File: src/rtl/dmem_arb_pkg.sv
// Shared definitions for the data-memory arbiter: FSM encoding, port ids and
// the one-hot port helper used to build response strobes.
package dmem_arb_pkg;

    typedef enum logic [1:0] {
        ST_IDLE  = 2'd0,
        ST_ISSUE = 2'd1,
        ST_WAIT  = 2'd2,
        ST_RESP  = 2'd3
    } arb_state_t;

    localparam logic        PORT_CPU = 1'b0;
    localparam logic        PORT_DBG = 1'b1;
    localparam logic [31:0] LED_ADDR = 32'h0000_2000;

    function automatic logic [1:0] port_onehot(input logic id);
        return id ? 2'b10 : 2'b01;
    endfunction

endpackage

File: src/rtl/dmem_arbiter_rr.sv
// Two-way round-robin grant: on contention the port that did not win last
// time is granted; a lone requester always wins. Output is one-hot or zero.
module rr_arbiter2 (
    input  logic [1:0] i_valid,
    input  logic       i_rr_last,
    output logic [1:0] o_grant
);

    // Grant decode from the request pair and the last winner
    always_comb begin
        o_grant = 2'b00;
        case (i_valid)
            2'b01:   o_grant = 2'b01;
            2'b10:   o_grant = 2'b10;
            2'b11:   o_grant = i_rr_last ? 2'b01 : 2'b10;
            default: o_grant = 2'b00;
        endcase
    end

endmodule

File: src/rtl/dmem_arbiter.sv
// Shares the single data_mem port between the CPU (port 0) and debug/DMA
// (port 1): one access in flight, registered memory drive, one-cycle response.
module dmem_arbiter
    import dmem_arb_pkg::*;
#(
    parameter int unsigned ADDR_W   = 32,
    parameter int unsigned DATA_W   = 32,
    parameter int unsigned MAX_WAIT = 15
) (
    input  logic                clk,
    input  logic                rst_n,
    input  logic [1:0]          req_valid,
    output logic [1:0]          req_ready,
    input  logic [1:0]          req_write,
    input  logic [2*ADDR_W-1:0] req_addr,
    input  logic [2*DATA_W-1:0] req_wdata,
    input  logic [7:0]          req_sign_mask,
    output logic [1:0]          rsp_valid,
    output logic [DATA_W-1:0]   rsp_rdata,
    output logic                rsp_err,
    output logic [ADDR_W-1:0]   mem_addr,
    output logic [DATA_W-1:0]   mem_wdata,
    output logic                mem_memwrite,
    output logic                mem_memread,
    output logic [3:0]          mem_sign_mask,
    input  logic [DATA_W-1:0]   mem_rdata,
    input  logic                mem_clk_stall
);

    arb_state_t        r_state;
    logic              r_rr_last;
    logic              r_id;
    logic              r_write;
    logic [3:0]        r_wait_cnt;

    logic [1:0]        w_grant;
    logic              w_grant_id;
    logic              w_accept;
    logic              w_sel_write;
    logic [ADDR_W-1:0] w_sel_addr;
    logic [DATA_W-1:0] w_sel_wdata;
    logic [3:0]        w_sel_mask;

    rr_arbiter2 u_rr (
        .i_valid   (req_valid),
        .i_rr_last (r_rr_last),
        .o_grant   (w_grant)
    );

    // Ready is offered only while idle and out of reset, straight from the grant
    always_comb begin
        req_ready = 2'b00;
        if (rst_n && (r_state == ST_IDLE)) begin
            req_ready = w_grant;
        end else begin
            req_ready = 2'b00;
        end
    end

    // Select the fields of the granted port
    always_comb begin
        w_grant_id  = w_grant[1] ? PORT_DBG : PORT_CPU;
        w_accept    = |(req_ready & req_valid);
        w_sel_write = req_write[w_grant_id];
        w_sel_addr  = w_grant_id ? req_addr[2*ADDR_W-1:ADDR_W]   : req_addr[ADDR_W-1:0];
        w_sel_wdata = w_grant_id ? req_wdata[2*DATA_W-1:DATA_W]  : req_wdata[DATA_W-1:0];
        w_sel_mask  = w_grant_id ? req_sign_mask[7:4]            : req_sign_mask[3:0];
    end

    // Access sequencer: accept, one-cycle issue, stall tracking, response
    always_ff @(posedge clk or negedge rst_n) begin
        if (!rst_n) begin
            r_state       <= ST_IDLE;
            r_rr_last     <= 1'b1;
            r_id          <= 1'b0;
            r_write       <= 1'b0;
            r_wait_cnt    <= 4'd0;
            rsp_valid     <= 2'b00;
            rsp_rdata     <= {DATA_W{1'b0}};
            rsp_err       <= 1'b0;
            mem_addr      <= {ADDR_W{1'b0}};
            mem_wdata     <= {DATA_W{1'b0}};
            mem_memwrite  <= 1'b0;
            mem_memread   <= 1'b0;
            mem_sign_mask <= 4'd0;
        end else begin
            case (r_state)
                ST_IDLE: begin
                    if (w_accept) begin
                        r_id          <= w_grant_id;
                        r_write       <= w_sel_write;
                        r_rr_last     <= w_grant_id;
                        mem_addr      <= w_sel_addr;
                        mem_wdata     <= w_sel_wdata;
                        mem_sign_mask <= w_sel_mask;
                        mem_memread   <= ~w_sel_write;
                        mem_memwrite  <= w_sel_write;
                        r_state       <= ST_ISSUE;
                    end
                end
                ST_ISSUE: begin
                    mem_memread  <= 1'b0;
                    mem_memwrite <= 1'b0;
                    r_wait_cnt   <= 4'd0;
                    if (r_write) begin
                        r_state <= ST_WAIT;
                    end else begin
                        // Read data is captured while memread is still asserted
                        rsp_valid <= port_onehot(r_id);
                        rsp_rdata <= mem_rdata;
                        rsp_err   <= 1'b0;
                        r_state   <= ST_RESP;
                    end
                end
                ST_WAIT: begin
                    if (!mem_clk_stall) begin
                        rsp_valid  <= port_onehot(r_id);
                        rsp_rdata  <= {DATA_W{1'b0}};
                        rsp_err    <= 1'b0;
                        r_wait_cnt <= 4'd0;
                        r_state    <= ST_RESP;
                    end else if (r_wait_cnt == 4'(MAX_WAIT - 1)) begin
                        rsp_valid  <= port_onehot(r_id);
                        rsp_rdata  <= {DATA_W{1'b0}};
                        rsp_err    <= 1'b1;
                        r_wait_cnt <= 4'd0;
                        r_state    <= ST_RESP;
                    end else begin
                        r_wait_cnt <= r_wait_cnt + 4'd1;
                    end
                end
                ST_RESP: begin
                    rsp_valid  <= 2'b00;
                    rsp_rdata  <= {DATA_W{1'b0}};
                    rsp_err    <= 1'b0;
                    r_wait_cnt <= 4'd0;
                    r_state    <= ST_IDLE;
                end
                default: begin
                    r_state <= ST_IDLE;
                end
            endcase
        end
    end

endmodule

File: config.mk
export PLATFORM = sky130hd
export DESIGN_NAME = dmem_arbiter
export DESIGN_NICKNAME = d
export VERILOG_FILES = /design/src/rtl/dmem_arb_pkg.sv /design/src/rtl/dmem_arbiter_rr.sv /design/src/rtl/dmem_arbiter.sv
export SDC_FILE = /design/constraint.sdc
export NUM_CORES = 1
export LEC_CHECK = 0
export ABC_AREA = 1
export CAP_MARGIN = 0
export CORE_UTILIZATION = 40
export CTS_CLUSTER_DIAMETER = 200
export DETAILED_ROUTE_END_ITERATION = 12
export PLACE_DENSITY = 0.81
export SLEW_MARGIN = 10
export SYNTH_ARGS = -nofsm -noshare
export SYNTH_HDL_FRONTEND = slang
export SYNTH_HIERARCHICAL = 1
export SYNTH_SLANG_ARGS = --single-unit
File: constraint.sdc
create_clock -name clk -period 2 [get_ports clk]
set_input_delay 0.3 -clock clk [delete_from_list [all_inputs] [get_ports clk]]
set_output_delay 0.3 -clock clk [all_outputs]
set_load 0.03 [all_outputs]
### After elaboration in Yosys (flattened, before gate mapping)

Index checks and enable logic that the tools add are counted.

* div/mod/pow operators: 0
* bitwise logic cells: 2
* $add $sub $neg: 1
* $lt $le $gt $ge: 1
* reduce and logical (&&, ||, !) cells: 11
* multiply operators: 0
* multiplexer cells: 34
* shift operators: 0
* equality and inequality tests: 10

Operators with widths (number)
* $mux 32: 5
* $pmux 32 s3: 1
* $mux 2: 9
* $mux 4: 3
* $pmux 2 s3: 2
* $mux 1: 9
* $eq 2x2->1 const B: 4
* $pmux 2 s4: 1
* $pmux 4 s2: 1
* $reduce_and 2->1: 3
* $add 4x1->4 const B: 1
* $eq 2x1->1 const B: 2
* $eq 4x4->1 const B: 1
* $ne 2x2->1 const B: 2
* $pmux 1 s2: 2
* $reduce_bool 2->1: 2
* $reduce_or 2->1: 2
* $ne 3x3->1 const B: 1
* $pmux 1 s3: 1
* $reduce_and 3->1: 1
* $reduce_bool 3->1: 1
* $and 2x2->2: 1
* $logic_not 2->1: 1
* $lt 1x2->1 const B: 1
* other kinds (2): 2

* ROM bits: 0
* output and inout port bits: 107
* RAM bits: 0
* bits in registers: 114
* logic and storage cells: 72
* memories kept: 0
* latch bits: 0

### Depth between registers and ports, before layout

* depth after elaboration: 8
* depth in mapped cells: 9
* depth with buffers taken out: 8

### By module

Netlist, hierarchy kept.

Modules (own cells, without submodules)
* dmem_arbiter: sequential area each 2854.0 um^2, times used 1, cells each 590, area an instance 5368.9 um^2
* rr_arbiter2: sequential area each 0.0 um^2, times used 1, cells each 5, area an instance 21.3 um^2

### Least setup slack after synthesis

No wires, ideal clock.

* kind: register to output
* start: reg r_rr_last
* end: out req_ready[1]
* data arrival time: 1204 ps
* data required time: 1700 ps
* setup slack: 496 ps
* cell stages (with the launch flop): 5
* cells stage by stage: dfstp_2 > a21oi_1 > buf_2 > buf_2 > and3_1

* cells in the longest elaborated chain, start to end: 3

Ends and longest elaborated chain
* start, declared: line dmem_arbiter.sv:31 `logic r_rr_last;`
* start signal, assigned: line dmem_arbiter.sv:92 `r_rr_last <= w_grant_id;`
* $mux 2: line dmem_arbiter_rr.sv:15 `2'b11: o_grant = i_rr_last ? 2'b01 : 2'b10;`
* $pmux 2 s3: line dmem_arbiter_rr.sv:12 `case (i_valid)`
* via w_grant[1]: line dmem_arbiter.sv:36 `logic [1:0] w_grant;`
* $mux 2: line dmem_arbiter.sv:53 `if (rst_n && (r_state == ST_IDLE)) begin`
* end, declared: line dmem_arbiter.sv:13 `output logic [1:0] req_ready,`

The timed path passes the listed nets, and every way through them passes these cells.

### Worst setup path in the final report

Ends and elaborated chain as after synthesis.

==> summary.txt <==
CTS root buf: clkbuf_16
Post-Route Utilization: 69.0%
NetSw: 0.00581 W
Placement Rows: 42
Post-synthesis cell type count: 26
Full die area: 13,900 µm²
Pre-CTS setup slack: 0.0303 ns
P_int: 0.00831 W
Worst min path class: input port to asynchronous set/reset pin
Antenna violations before repair: 0
Core Region: 13,200 µm²
Wire per inst: 15.0 µm
Total power divided by cell area: 1550 nW/µm²
Vias: 5,049
Worst-case clock skew: 0.00842 ns
First-pass GRT wire length: 25.4 mm
Mapped Avg Cell Area: 9.06 µm²
Post-Syn Area: 5390 µm²
Sink Count: 114
Post-DP HPWL: 11.1 mm
Setup violators final: 0
Ys Warns: 6
Overflow after GRT: 0
Routability Congestion: 0.789
Critical Path Sink: req_ready[1]
Nets: 1,060
Hold Violations, Final: 0
Reg power frac: 27.9%
Area leader, netlist: dfrtp_1
Flop-to-flop setup slack: 0.24 ns
Synth top area share: 52.5%
Via density: 4.73
CP endpoint kind: output port
Power share of the clock group: 21.7%
Total power: 0.0141 W
Synth Instances: 595
CP Launch Point: r_rr_last
Final ANT Viol Nets: 0
Die Span Y: 118 µm
Tcrit/Tclk final: 95.6%
Final wirelength: 16.0 mm
Drt first pass iters: 4
Final Critical Period: 1.91 ns
Clock-pin slew on the worst setup and hold paths: 0.06 ns
Ports: 282
Synth Register Bits: 114
Initial Util: 40.9%
Sequential fraction of the synthesis area: 52.9%
Combinational Power Share: 50.4%
Pin count of the biggest net entering global routing: 97
FMAX: 523 MHz
Initial drt markers: 302
Tot GR Track Use: 23.5%
TritonCTS Buffers: 17
Post-route cell area: 9110 µm²
Worst-path maximum fanout: 20
Share of layout cells above drive strength 1: 14.0%
Die Width: 118 µm
CTS H-tree depth: 4
Outcome: completed
Critical Path AT: 1.61 ns
# resized after CTS: 0
Max Cap Violations: 0
Number of global-route vias before repair: 4,947
Worst R2R Start: r_state[0]
Syn nets: 777
Crit Path Category: flip-flop to output port
Worst slew pin tran: 0.555 ns
Most common cell after layout, fill and taps aside: nand2_1
Required @ worst endpoint: 1.70 ns
DRC: 0
Number of port buffers: 281
Most frequent cells in the layout: 294 x nand2_1, 278 x clkdlybuf4s50_1, 113 x dfrtp_1
Maximum vdd drop: 0.00112 V
Leakage: 4.19 nW
TritonCTS clock tree: done
Switching share of power: 41.1%
Worst-skew pair later-pin latency: 0.41 ns
Worst reg2reg endpoint: mem_addr[17]
RSZ-0062 raised after global routing: false
Area grow syn2layout: 68.9%
CTS max path bufs: 2
R2R cell count: 8
Top cells by area, synth: dfrtp_1 52%, nand2_1 21%, mux2_2 14%, o21ai_0 2.8%, buf_2 2.5%
CP Launch Type: flip-flop
Max Slew Vio Count: 0
Cell area after placement: 8450 µm²
Fin Setup TNS: 0 ns
Slew margin rel.: 63.0%
N_diodes: 0
Slack of the critical path: 0.0886 ns
-- registers in the layout (all words and copies together), names as in the netlist --
| signal | flops |
|---|---|
| r_id | 1 |
| mem_memwrite | 1 |
| mem_addr | 32 |
| r_state | 2 |
| rsp_rdata | 32 |
| r_rr_last | 1 |
| rsp_err | 1 |
| r_wait_cnt | 4 |
| mem_memread | 1 |
| rsp_valid | 2 |
| r_write | 1 |
| mem_sign_mask | 4 |
| mem_wdata | 32 |
-- cell usage after synthesis --
cell type  count
dfrtp_1      113
nand3b_1       1
nand3_2        1
nand2_4        1
clkbuf_1       3
dfstp_2        1
buf_2         27
nor2_2         1
o211ai_1       1
nand4_2        1
clkbuf_2       1
a31oi_1        1
nand4_1        3
and3_1         2
buf_4          1
o21ai_1       11
a21oi_1        1
inv_1         10
nand2_1      295
xor2_1         2
o21ai_0       30
nand3_1        8
mux2_2        68
inv_2          1
ha_1           7
nor2_1         4
-- power by group through the flow --
stage          combinational, W  clock (W)  sequential (W)
6_report                0.00712    0.00307         0.00393
5_1_grt                 0.00765    0.00324         0.00406
3_5_place_dp            0.00712          0         0.00394
3_3_place_gp            0.00700          0         0.00393
4_1_cts                 0.00715    0.00313         0.00393
2_1_floorplan           0.00225          0         0.00579
-- metrics by stage --
step	hold WS, ns	instances
3_5_place_dp	0.219	1030
6_report	0.378	1067
4_1_cts	0.383	1063
2_1_floorplan	0.00441	595
3_3_place_gp	0.218	1030
5_1_grt	0.381	1067
-- what timing repair did --
item / 4_1_cts / 5_1_grt
setup buffers: 0 / 3
hold endpoints to repair: 18 / 0
endpoints found under the setup margin: 0 / 1
hold buffers: 1 / 0
-- area by class of cell --
cell class | count | area [µm²]
clock buffers | 18 | 439
clock inverters | 14 | 164
fillers | 1002 | 4080
inverters | 11 | 41.3
multi-input cells | 438 | 2350
flip-flops and latches | 114 | 2850
well taps | 176 | 220
repair buffers | 296 | 3040
-- worst min path at each step --
stage | end | slack (ns) | depth (start not counted)
after global routing | mem_addr[6] | 0.38 | 2
final | mem_addr[23] | 0.38 | 2
after CTS | mem_addr[6] | 0.38 | 2
after global placement | r_state[1] | 0.22 | 1
after floorplan | mem_addr[0] | 0.004 | 0
after detailed placement | r_state[1] | 0.22 | 1
-- critical path, stage by stage (launching register included) --
cell and delay (ns):
dfstp_2 0.59, a21oi_4 0.09, buf_12 0.17, and3_1 0.19
buf_4 0.16
-- kinds of logic after synthesis --
logic type               after synthesis  synth area share [%]
AO/OA/AOI/OAI                         44                  4.15
adder cells (fa/ha/maj)                7                  1.62
multiplexers                          68                  14.2
flip-flops                           114                  52.9
buffers and inverters                 43                  3.71
XOR/XNOR                               2                 0.325
AND/OR/NAND/NOR                      317                  23.0
-- routing by layer --
layer  vias to the layer above  global-route usage (%)  part of all wire [%]
li1                       2484                       -                     -
met1                      2354                    28.3                    43
met2                       193                    40.1                    50
met3                        18                    5.67                   5.8
met4                         0                    9.29                   1.7
met5                         -                       0                     0
(Power assumes the default switching activity.)
